<file path="config.mk">
export PLATFORM = sky130hd
export DESIGN_NAME = str_streamer
export DESIGN_NICKNAME = d
export VERILOG_FILES = /design/src/rtl/str_streamer.sv
export SDC_FILE = /design/constraint.sdc
export NUM_CORES = 1
export LEC_CHECK = 0
export ABC_AREA = 1
export CORE_AREA = 2 2 101 79
export DETAILED_ROUTE_END_ITERATION = 10
export DIE_AREA = 0 0 103 81
export GPL_TIMING_DRIVEN = 0
export PLACE_DENSITY = 0.76
export SETUP_SLACK_MARGIN = 0.15
export SKIP_LAST_GASP = 1
export SLEW_MARGIN = 20
export SYNTH_ARGS = -nofsm -noshare
export SYNTH_HDL_FRONTEND = slang
export SYNTH_SLANG_ARGS = --single-unit
</file>
<file path="constraint.sdc">
create_clock -name clk -period 2.9 [get_ports clk]
set_input_delay 0.435 -clock clk [delete_from_list [all_inputs] [get_ports clk]]
set_output_delay 0.435 -clock clk [all_outputs]
set_load 0.005 [all_outputs]
</file>
<file path="src/rtl/str_streamer.sv">
// str_streamer: captures a packed string on go and hands it to a UART
// transmitter one character at a time, pacing on tx_busy. An optional
// CR or CR/LF terminator follows the string, and NUL characters can be
// skipped. Completion is flagged by a one-cycle done pulse.
module str_streamer #(
  parameter int N_CHARS  = 7,
  parameter int W        = 8,
  parameter int TERM     = 1,
  parameter int SKIP_NUL = 0
) (
  input  logic                 clk,
  input  logic                 rst,
  input  logic                 go,
  input  logic                 abort,
  input  logic [N_CHARS*W-1:0] str,
  input  logic                 tx_busy,
  output logic [W-1:0]         dOut,
  output logic                 rdy,
  output logic                 busy,
  output logic                 done
);

  localparam int TLEN  = TERM;
  localparam int TOTAL = N_CHARS + TLEN;
  localparam int IDX_W = $clog2(N_CHARS + 3);

  typedef enum logic [2:0] {
    IDLE,
    LOAD,
    WAIT,
    STROBE,
    GAP,
    DONE
  } state_t;

  state_t                 state_q, state_d;
  logic [IDX_W-1:0]       idx_q, idx_d;
  logic [N_CHARS*W-1:0]   snap_q, snap_d;
  logic [W-1:0]           dout_q, dout_d;
  logic                   rdy_q, busy_q, done_q;

  logic [W-1:0]           cur_char;
  logic [W-1:0]           symbol;
  logic                   is_char;

  // Select the captured string character addressed by idx (zero past the end).
  always_comb begin
    cur_char = '0;
    for (int i = 0; i < N_CHARS; i++) begin
      if (idx_q == IDX_W'(i)) begin
        cur_char = snap_q[i*W +: W];
      end
    end
  end

  // Map idx onto the full symbol stream: string characters, then CR, then LF.
  always_comb begin
    is_char = (idx_q < IDX_W'(N_CHARS));
    if (is_char) begin
      symbol = cur_char;
    end else if (idx_q == IDX_W'(N_CHARS)) begin
      symbol = W'(8'h0D);
    end else begin
      symbol = W'(8'h0A);
    end
  end

  // Sequencer next-state logic; abort preempts every other move.
  always_comb begin
    state_d = state_q;
    idx_d   = idx_q;
    snap_d  = snap_q;
    dout_d  = dout_q;
    if (abort) begin
      state_d = IDLE;
    end else begin
      case (state_q)
        IDLE: begin
          if (go) begin
            snap_d  = str;
            idx_d   = '0;
            state_d = LOAD;
          end
        end
        LOAD: begin
          if (idx_q == IDX_W'(TOTAL)) begin
            state_d = DONE;
          end else if ((SKIP_NUL != 0) && is_char && (cur_char == '0)) begin
            idx_d = idx_q + IDX_W'(1);
          end else begin
            dout_d  = symbol;
            state_d = WAIT;
          end
        end
        WAIT: begin
          if (!tx_busy) begin
            state_d = STROBE;
          end
        end
        STROBE: begin
          idx_d   = idx_q + IDX_W'(1);
          state_d = GAP;
        end
        GAP: begin
          state_d = LOAD;
        end
        DONE: begin
          state_d = IDLE;
        end
        default: begin
          state_d = IDLE;
        end
      endcase
    end
  end

  // State, datapath and state-decoded status flags, all cleared by rst.
  always_ff @(posedge clk or posedge rst) begin
    if (rst) begin
      state_q <= IDLE;
      idx_q   <= '0;
      snap_q  <= '0;
      dout_q  <= '0;
      rdy_q   <= 1'b0;
      busy_q  <= 1'b0;
      done_q  <= 1'b0;
    end else begin
      state_q <= state_d;
      idx_q   <= idx_d;
      snap_q  <= snap_d;
      dout_q  <= dout_d;
      rdy_q   <= (state_d == STROBE);
      busy_q  <= (state_d != IDLE);
      done_q  <= (state_d == DONE);
    end
  end

  assign dOut = dout_q;
  assign rdy  = rdy_q;
  assign busy = busy_q;
  assign done = done_q;

endmodule

</file>
==> impl_results.md, run 1 <==
* Post-CTS sizing at 0
* Gr ovfl total at 0
* Layout filler cell count at 695
* Top Ports at 72
* Post-Synth Adder-Cell Area at 1.40%
* Outcome: finished, final reports clean
* HP Class: input port to async pin
* Fraction of registers with async set/reset at 100%
* Crit-path cells: inv_1, ha_1, inv_1, nor2_2, nand3_1, nand3_1, nand3_1, nand3_1, nand2_1, nand2_1, nand2_1, nand2_1
* Syn Area/Cell at 7.75 sq um
* Hold_buf cts at 0
* Fin. max-slew vios at 0
* Total of warnings raised by yosys at 0
* Post-Synthesis Cells at 462
* Setup crit start kind: flip-flop
* Syn nets at 527
* Worst-skew pair later-pin latency at 0.36 ns
* Commonest cells post-synth: nand2_1 (187), dfrtp_1 (74), inv_1 (45)
* Crit path max-delay family: simple AND/OR/NAND/NOR gates
* Cell taking the most area after synthesis: dfrtp_1
* Register area share after synthesis at 51.7%
* Synth Area in Simple Gates at 31.1%
* CP bufs+invs at 2
* FF-to-FF Start: idx_q[0]
* Setup violations, final at 0
* Clk_skew at 0.00856 ns
* Max Cap Viol at 0
* WP data required at 3.20 ns
* Top post-synthesis cells by area: dfrtp_1 (52%), nand2_1 (20%), nand3_1 (5.0%)
* Number of design-rule violations left by the first detailed-router iteration at 156
* Layout Area Growth over Synthesis at 29.8%
* TritonCTS clock tree: done
* Design Power at 3.22 mW
* Share of cells above drive strength 1 at 10.0%
* EDFF count, synth at 0
* Static Leakage at 2.34 nW
* CTS Root Cell: clkbuf_8
* Nets@finish at 610
* Synth Register Bits at 74
* Routability cong. at 0.898
* Number of global-route vias before repair at 3,167
* I/O Buffers at 71
* Critical Path Max Stage Delay at 0.45 ns
* Critical path class: flip-flop to flip-flop
* Final period util at 65.9%
* Post-synth top flop: dfrtp_1
* DR WL/cell at 13.2 um
* Die Height at 81 um
* Netlist Area Pre-Place at 3580 sq um
* DRC at 0
* Diode count at 0
* Final setup margin at 0.990 ns
* Core footprint at 7500 sq um
* Compound-Gate Fraction of Synth Area at 7.89%
* Period minus WS final at 1.91 ns
* RSZ-0062 raised after global routing: false
* Vias per cell at 4.95
* # rows at 28
* Pin count of the biggest net entering global routing at 47
* Clk sinks at 74
* Crit path DAT at 2.21 ns
* Worst vdd rail ir drop at 0.000274 V
* Final ANT Viol Nets at 0
* Multi-input gate area at 1450 sq um
* Gr usage total at 23.2%
* Cts bufs inserted at 9
* H-tree levels at 3
* Fmax at 524 MHz
* Top cell type's share of synthesized area at 51.7%
* PwrDens at 693 nW/um^2
* Xor/xnor share of the synthesized area at 0%
* Worst Setup SP: idx_q[0]
* DR pass1 iterations at 6
* Drt total wl at 8620 um
* Most common cell in the netlist: nand2_1
* CP endpoint kind: flip-flop
* Clock slew at reported path FFs at 0.08 ns
* Mux share of post-synthesis cell area at 0%
* Post-CTS Setup Repair Bufs at 0
* Distinct cell type count after synthesis at 23
* First-pass GRT wire length at 14,800 um
* Combinational family with the most area after synthesis: simple AND/OR/NAND/NOR gates
* HPWL after detailed placement at 6460 um
* Initial Utilization at 47.8%
* Final hold vios at 0
* Initial antenna violation count at 0
* Critical-path maximum fanout at 6
* Clk buf depth at 2
* Die ar. at 8340 sq um
* Slew @ Worst Pin at 0.515 ns
* Worst relative slew slack at 65.4%
* CP max stage cell: dfrtp_1
* Die Wd at 103 um
* Dpl ws at 0.690 ns
* Vias at 3,244
* Register cell area after layout at 1850 sq um
==> worst reg2reg max path, cell delays in order (launching register included) <==
cell and delay [ns]:
dfrtp_1 0.45, inv_1 0.12, ha_1 0.28, inv_1 0.08
nor2_2 0.24, nand3_1 0.12, nand3_1 0.12, nand3_1 0.09
nand3_1 0.11, nand2_1 0.07, nand2_1 0.06, nand2_1 0.07
nand2_1 0.07
==> cells in the final DEF (no fill, tap or decap), types with 3 or more instances in the layout <==
| master | count |
|---|---|
| o21ai_0 | 29 |
| a21oi_1 | 17 |
| nand3_1 | 36 |
| nor2_4 | 5 |
| clkbuf_8 | 9 |
| nor2_1 | 13 |
| nand2_1 | 187 |
| ha_1 | 4 |
| nand2_2 | 3 |
| buf_2 | 7 |
| clkinv_2 | 3 |
| inv_2 | 10 |
| o21ai_1 | 6 |
| clkbuf_1 | 5 |
| inv_1 | 44 |
| dfrtp_1 | 74 |
| clkdlybuf4s50_1 | 71 |
| nor3_1 | 4 |
| or2_2 | 5 |
==> cell type report <==
| cell class | count | share of cell area, % |
|---|---|---|
| clock buffer | 9 | 2.66 |
| buffer | 14 | 1.64 |
| multi-input combinational | 319 | 31.1 |
| inverter | 55 | 4.50 |
| tap | 105 | 2.83 |
| sequential | 74 | 39.8 |
| timing repair buffer | 72 | 15.9 |
| clock inverter | 7 | 1.51 |
==> cells by family after synthesis <==
kind of cell             after synthesis
buffers and inverters                 69
flip-flops                            74
AND/OR/NAND/NOR                      260
AO/OA/AOI/OAI                         55
adder cells (fa/ha/maj)                4
==> flip-flops by register name, indices dropped and copies added (netlist names) <==
signal	count
state_q	3
rdy	1
snap_q	56
busy	1
done	1
dOut	8
idx_q	4
==> layer usage <==
metal,track usage (%),routed length (um),vias up
met5,0,0,-
li1,-,-,1608
met4,7.37,113,0
met1,31.8,3950,1507
met3,7.06,717,10
met2,35.6,3840,119
==> power by group <==
| group | internal [mW] | total [mW] | switching [mW] | leakage, nW |
|---|---|---|---|---|
| Clock | 0.395 | 0.796 | 0.401 | 0.0990 |
| Combinational | 0.426 | 0.974 | 0.548 | 1.31 |
| Sequential | 1.31 | 1.45 | 0.140 | 0.927 |
==> through the flow <==
stage	cells	setup TNS, ns	util, %	cell area [sq um]	hold slack, ns
finish	655	0	62.0	4650	0.419
global route	655	0	62.0	4650	0.445
CTS	655	0	62.0	4650	0.428
detailed placement	639	0	59.4	4450	0.462
global placement	638	-43.02	59.0	4420	0.456
floorplan	462	0	-	3580	0.441
==> worst paths after layout <==
check / end / slack, ns / cells after the start
worst min register to register: snap_q[18] / 0.49 / 2
worst min-delay path: done / 0.42 / 2
min in group clk: snap_q[18] / 0.49 / 2
worst max-delay path: dOut[5] / 0.99 / 12
worst max register to register: dOut[5] / 0.99 / 12
max in group asynchronous: snap_q[19] / 1.94 / 3
No activity file was read; power rests on OpenSTA's default activity.
==> run 2, diff against run 1 <==
==> constraint.sdc (replaced) <==
create_clock -name clk -period 1.98 [get_ports clk]
set_input_delay 0.297 -clock clk [delete_from_list [all_inputs] [get_ports clk]]
set_output_delay 0.297 -clock clk [all_outputs]
set_load 0.005 [all_outputs]
==> run 2 against run 1 <==
  * Sequential share of layout area decreased by 1.1 points
  * Flip-flop and latch count is the same
  * Die area is the same
  * Cell count increased by 0.61%
  * Non-clock buffer count grew 4
  * Largest cell class unchanged
  * Largest power group unchanged
  * Highest routed layer unchanged
==> impl_results.md, run 2 (same netlist as run 1, synthesis figures left out) <==
* Top Ports at 72 (unchanged)
* Initial antenna violation count at 0 (unchanged)
* Static Leakage at 2.38 nW (was 2.34 nW)
* Diode count at 0 (unchanged)
* Critical path class: flip-flop to flip-flop (unchanged)
* Routability cong. at 0.900 (was 0.898)
* Die Height at 81 um (unchanged)
* Leading cell type in the layout, fill and taps excluded: nand2_1 (unchanged)
* Worst relative slew slack at 68.8% (was 65.4%)
* Fin area at 4780 sq um (was 4650 sq um)
* Clk sinks at 74 (unchanged)
* Slew @ Worst Pin at 0.469 ns (was 0.515 ns)
* Outcome: finished, final reports clean (unchanged)
* First-pass GRT wire length at 14,100 um (was 14,800 um)
* Final hold vios at 0 (unchanged)
* WP data required at 2.25 ns (was 3.20 ns)
* Clk_skew at 0.00660 ns (was 0.00856 ns)
* DR WL/cell at 13.5 um (was 13.2 um)
* Final period util at 89.6% (was 65.9%)
* Post-Layout Cell Count at 659 (was 655)
* Max Cap Viol at 0 (unchanged)
* Worst vdd rail ir drop at 0.000503 V (was 0.000274 V)
* Most frequent cells in the layout: nand2_1 (187), dfrtp_1 (72), clkdlybuf4s50_1 (71) (was nand2_1 (187), dfrtp_1 (74), clkdlybuf4s50_1 (71))
* Critical Path Max Stage Delay at 0.41 ns (was 0.45 ns)
* Clock slew at reported path FFs at 0.08 ns (about the same)
* # rows at 28 (unchanged)
* Drt total wl at 8920 um (was 8620 um)
* Number of global-route vias before repair at 3,019 (was 3,167)
* Pin count of the biggest net entering global routing at 34 (was 47)
* Critical-path maximum fanout at 10 (was 6)
* Initial Utilization at 47.8% (unchanged)
* HP Class: input port to async pin (unchanged)
* Vias at 3,235 (was 3,244)
* CTS Root Cell: clkbuf_8 (unchanged)
* RSZ-0062 raised after global routing: true (was false)
* Die Wd at 103 um (unchanged)
* Crit-path cells: inv_2, ha_2, inv_2, nor2_4, inv_2, buf_6, o21ai_1, inv_1, nand2_1, nand2_1, a21oi_1 (was inv_1, ha_1, inv_1, nor2_2, nand3_1, nand3_1, nand3_1, nand3_1, nand2_1, nand2_1, nand2_1, nand2_1)
* Gr ovfl total at 0 (unchanged)
* Die ar. at 8340 sq um (unchanged)
* Clk buf depth at 2 (unchanged)
* Layout filler cell count at 674 (was 695)
* Number of design-rule violations left by the first detailed-router iteration at 166 (was 156)
* Max reg flops at 56 (unchanged)
* CP dominant cell by count: inv_2
* Period minus WS final at 1.77 ns (was 1.91 ns)
* Placed cell count at 640 (was 639)
* Final ANT Viol Nets at 0 (unchanged)
* Area after DPL at 4470 sq um (was 4450 sq um)
* TritonCTS clock tree: done (unchanged)
* I/O Buffers at 71 (unchanged)
* Worst-skew pair later-pin latency at 0.35 ns (was 0.36 ns)
* Setup crit start kind: flip-flop (unchanged)
* Cts bufs inserted at 9 (unchanged)
* Layout Area Growth over Synthesis at 33.6% (was 29.8%)
* Crit path DAT at 2.05 ns (was 2.21 ns)
* HPWL after detailed placement at 6520 um (was 6460 um)
* CP max stage cell: dfrtp_1 (unchanged)
* Reg with most FFs: snap_q (unchanged)
* Setup violations, final at 0 (unchanged)
* Share of cells above drive strength 1 at 12.6% (was 10.0%)
* Gr usage total at 22.5% (was 23.2%)
* PwrDens at 1040 nW/um^2 (was 693 nW/um^2)
* DRC at 0 (unchanged)
* Vias per cell at 4.91 (was 4.95)
* CP endpoint kind: flip-flop (unchanged)
* H-tree levels at 3 (unchanged)
* DR pass1 iterations at 5 (was 6)
* Fmax at 564 MHz (was 524 MHz)
* Nets@finish at 614 (was 610)
* Core footprint at 7500 sq um (unchanged)
* Fin. max-slew vios at 0 (unchanged)
[run 2: repair_timing]
| action | CTS | global route |
|---|---|---|
| endpoints found under the setup margin | 7 | 55 |
| resized for setup | 4 | 13 |
| pin swaps | 0 | 3 |
| hold buffers | 0 | 0 |
| setup buffers | 0 | 3 |
[run 2: power breakdown]
group,internal [mW],leakage (nW),switching [mW]
sequential,1.92,0.924,0.205
clock,0.785,0.116,0.575
combinational,0.659,1.34,0.850
[run 2: layout make-up]
| type | instances | area, sq um | area share [%] |
|---|---|---|---|
| inverters | 55 | 210 | 4.39 |
| flip-flops and latches | 74 | 1850 | 38.8 |
| repair buffers | 76 | 773 | 16.2 |
| multi-input cells | 319 | 1500 | 31.2 |
| plain buffers | 14 | 83.8 | 1.75 |
| clock buffers | 11 | 151 | 3.16 |
| well taps | 105 | 131 | 2.75 |
| clock inverters | 5 | 85.1 | 1.78 |
[run 2: layer usage]
metal	vias to the layer above	part of all wire (%)	track usage, %	wire length (um)
met1	1499	48	32.6	4310
met4	0	1.2	6.45	105
met5	-	0	0	0
met2	112	44	34.0	3970
li1	1614	-	-	-
met3	10	6.1	4.99	542
[run 2: path summary, 6_finish.rpt]
check	from	end	slack [ns]	depth (start not counted)
setup / recovery	idx_q[1]	dOut[0]	0.21	11
hold / removal	rst	snap_q[7]	0.29	2
setup reg to reg	idx_q[1]	dOut[0]	0.21	11
hold reg to reg	snap_q[21]	snap_q[21]	0.48	2
max in group asynchronous	rst	snap_q[31]	0.99	4
min in group clk	str[30]	snap_q[30]	0.47	3
[run 2: worst max-delay path, delay by kind of cell (launching register included)]
kind	cells	cell delay (ns)
buffers and inverters	5	0.50
adders and majority gates	1	0.22
DFF	1	0.41
and+or+nand+nor	3	0.32
AOI/OAI and AO/OA	2	0.25
[run 2: through the flow]
| stage | setup WS, ns | utilization [%] | power [mW] | TNS, ns | hold WS (ns) |
|---|---|---|---|---|---|
| 6_report | 0.206 | 63.8 | 4.99 | 0 | 0.292 |
| 3_3_place_gp | -0.0677 | 59.1 | 3.51 | -1.29 | 0.456 |
| 5_1_grt | 0.135 | 63.8 | 5.32 | 0 | 0.315 |
| 4_1_cts | 0.151 | 63.0 | 4.97 | 0 | 0.284 |
| 3_5_place_dp | -0.0857 | 59.6 | 3.58 | -1.30 | 0.462 |
| 2_1_floorplan | 0.459 | - | 2.97 | 0 | 0.407 |
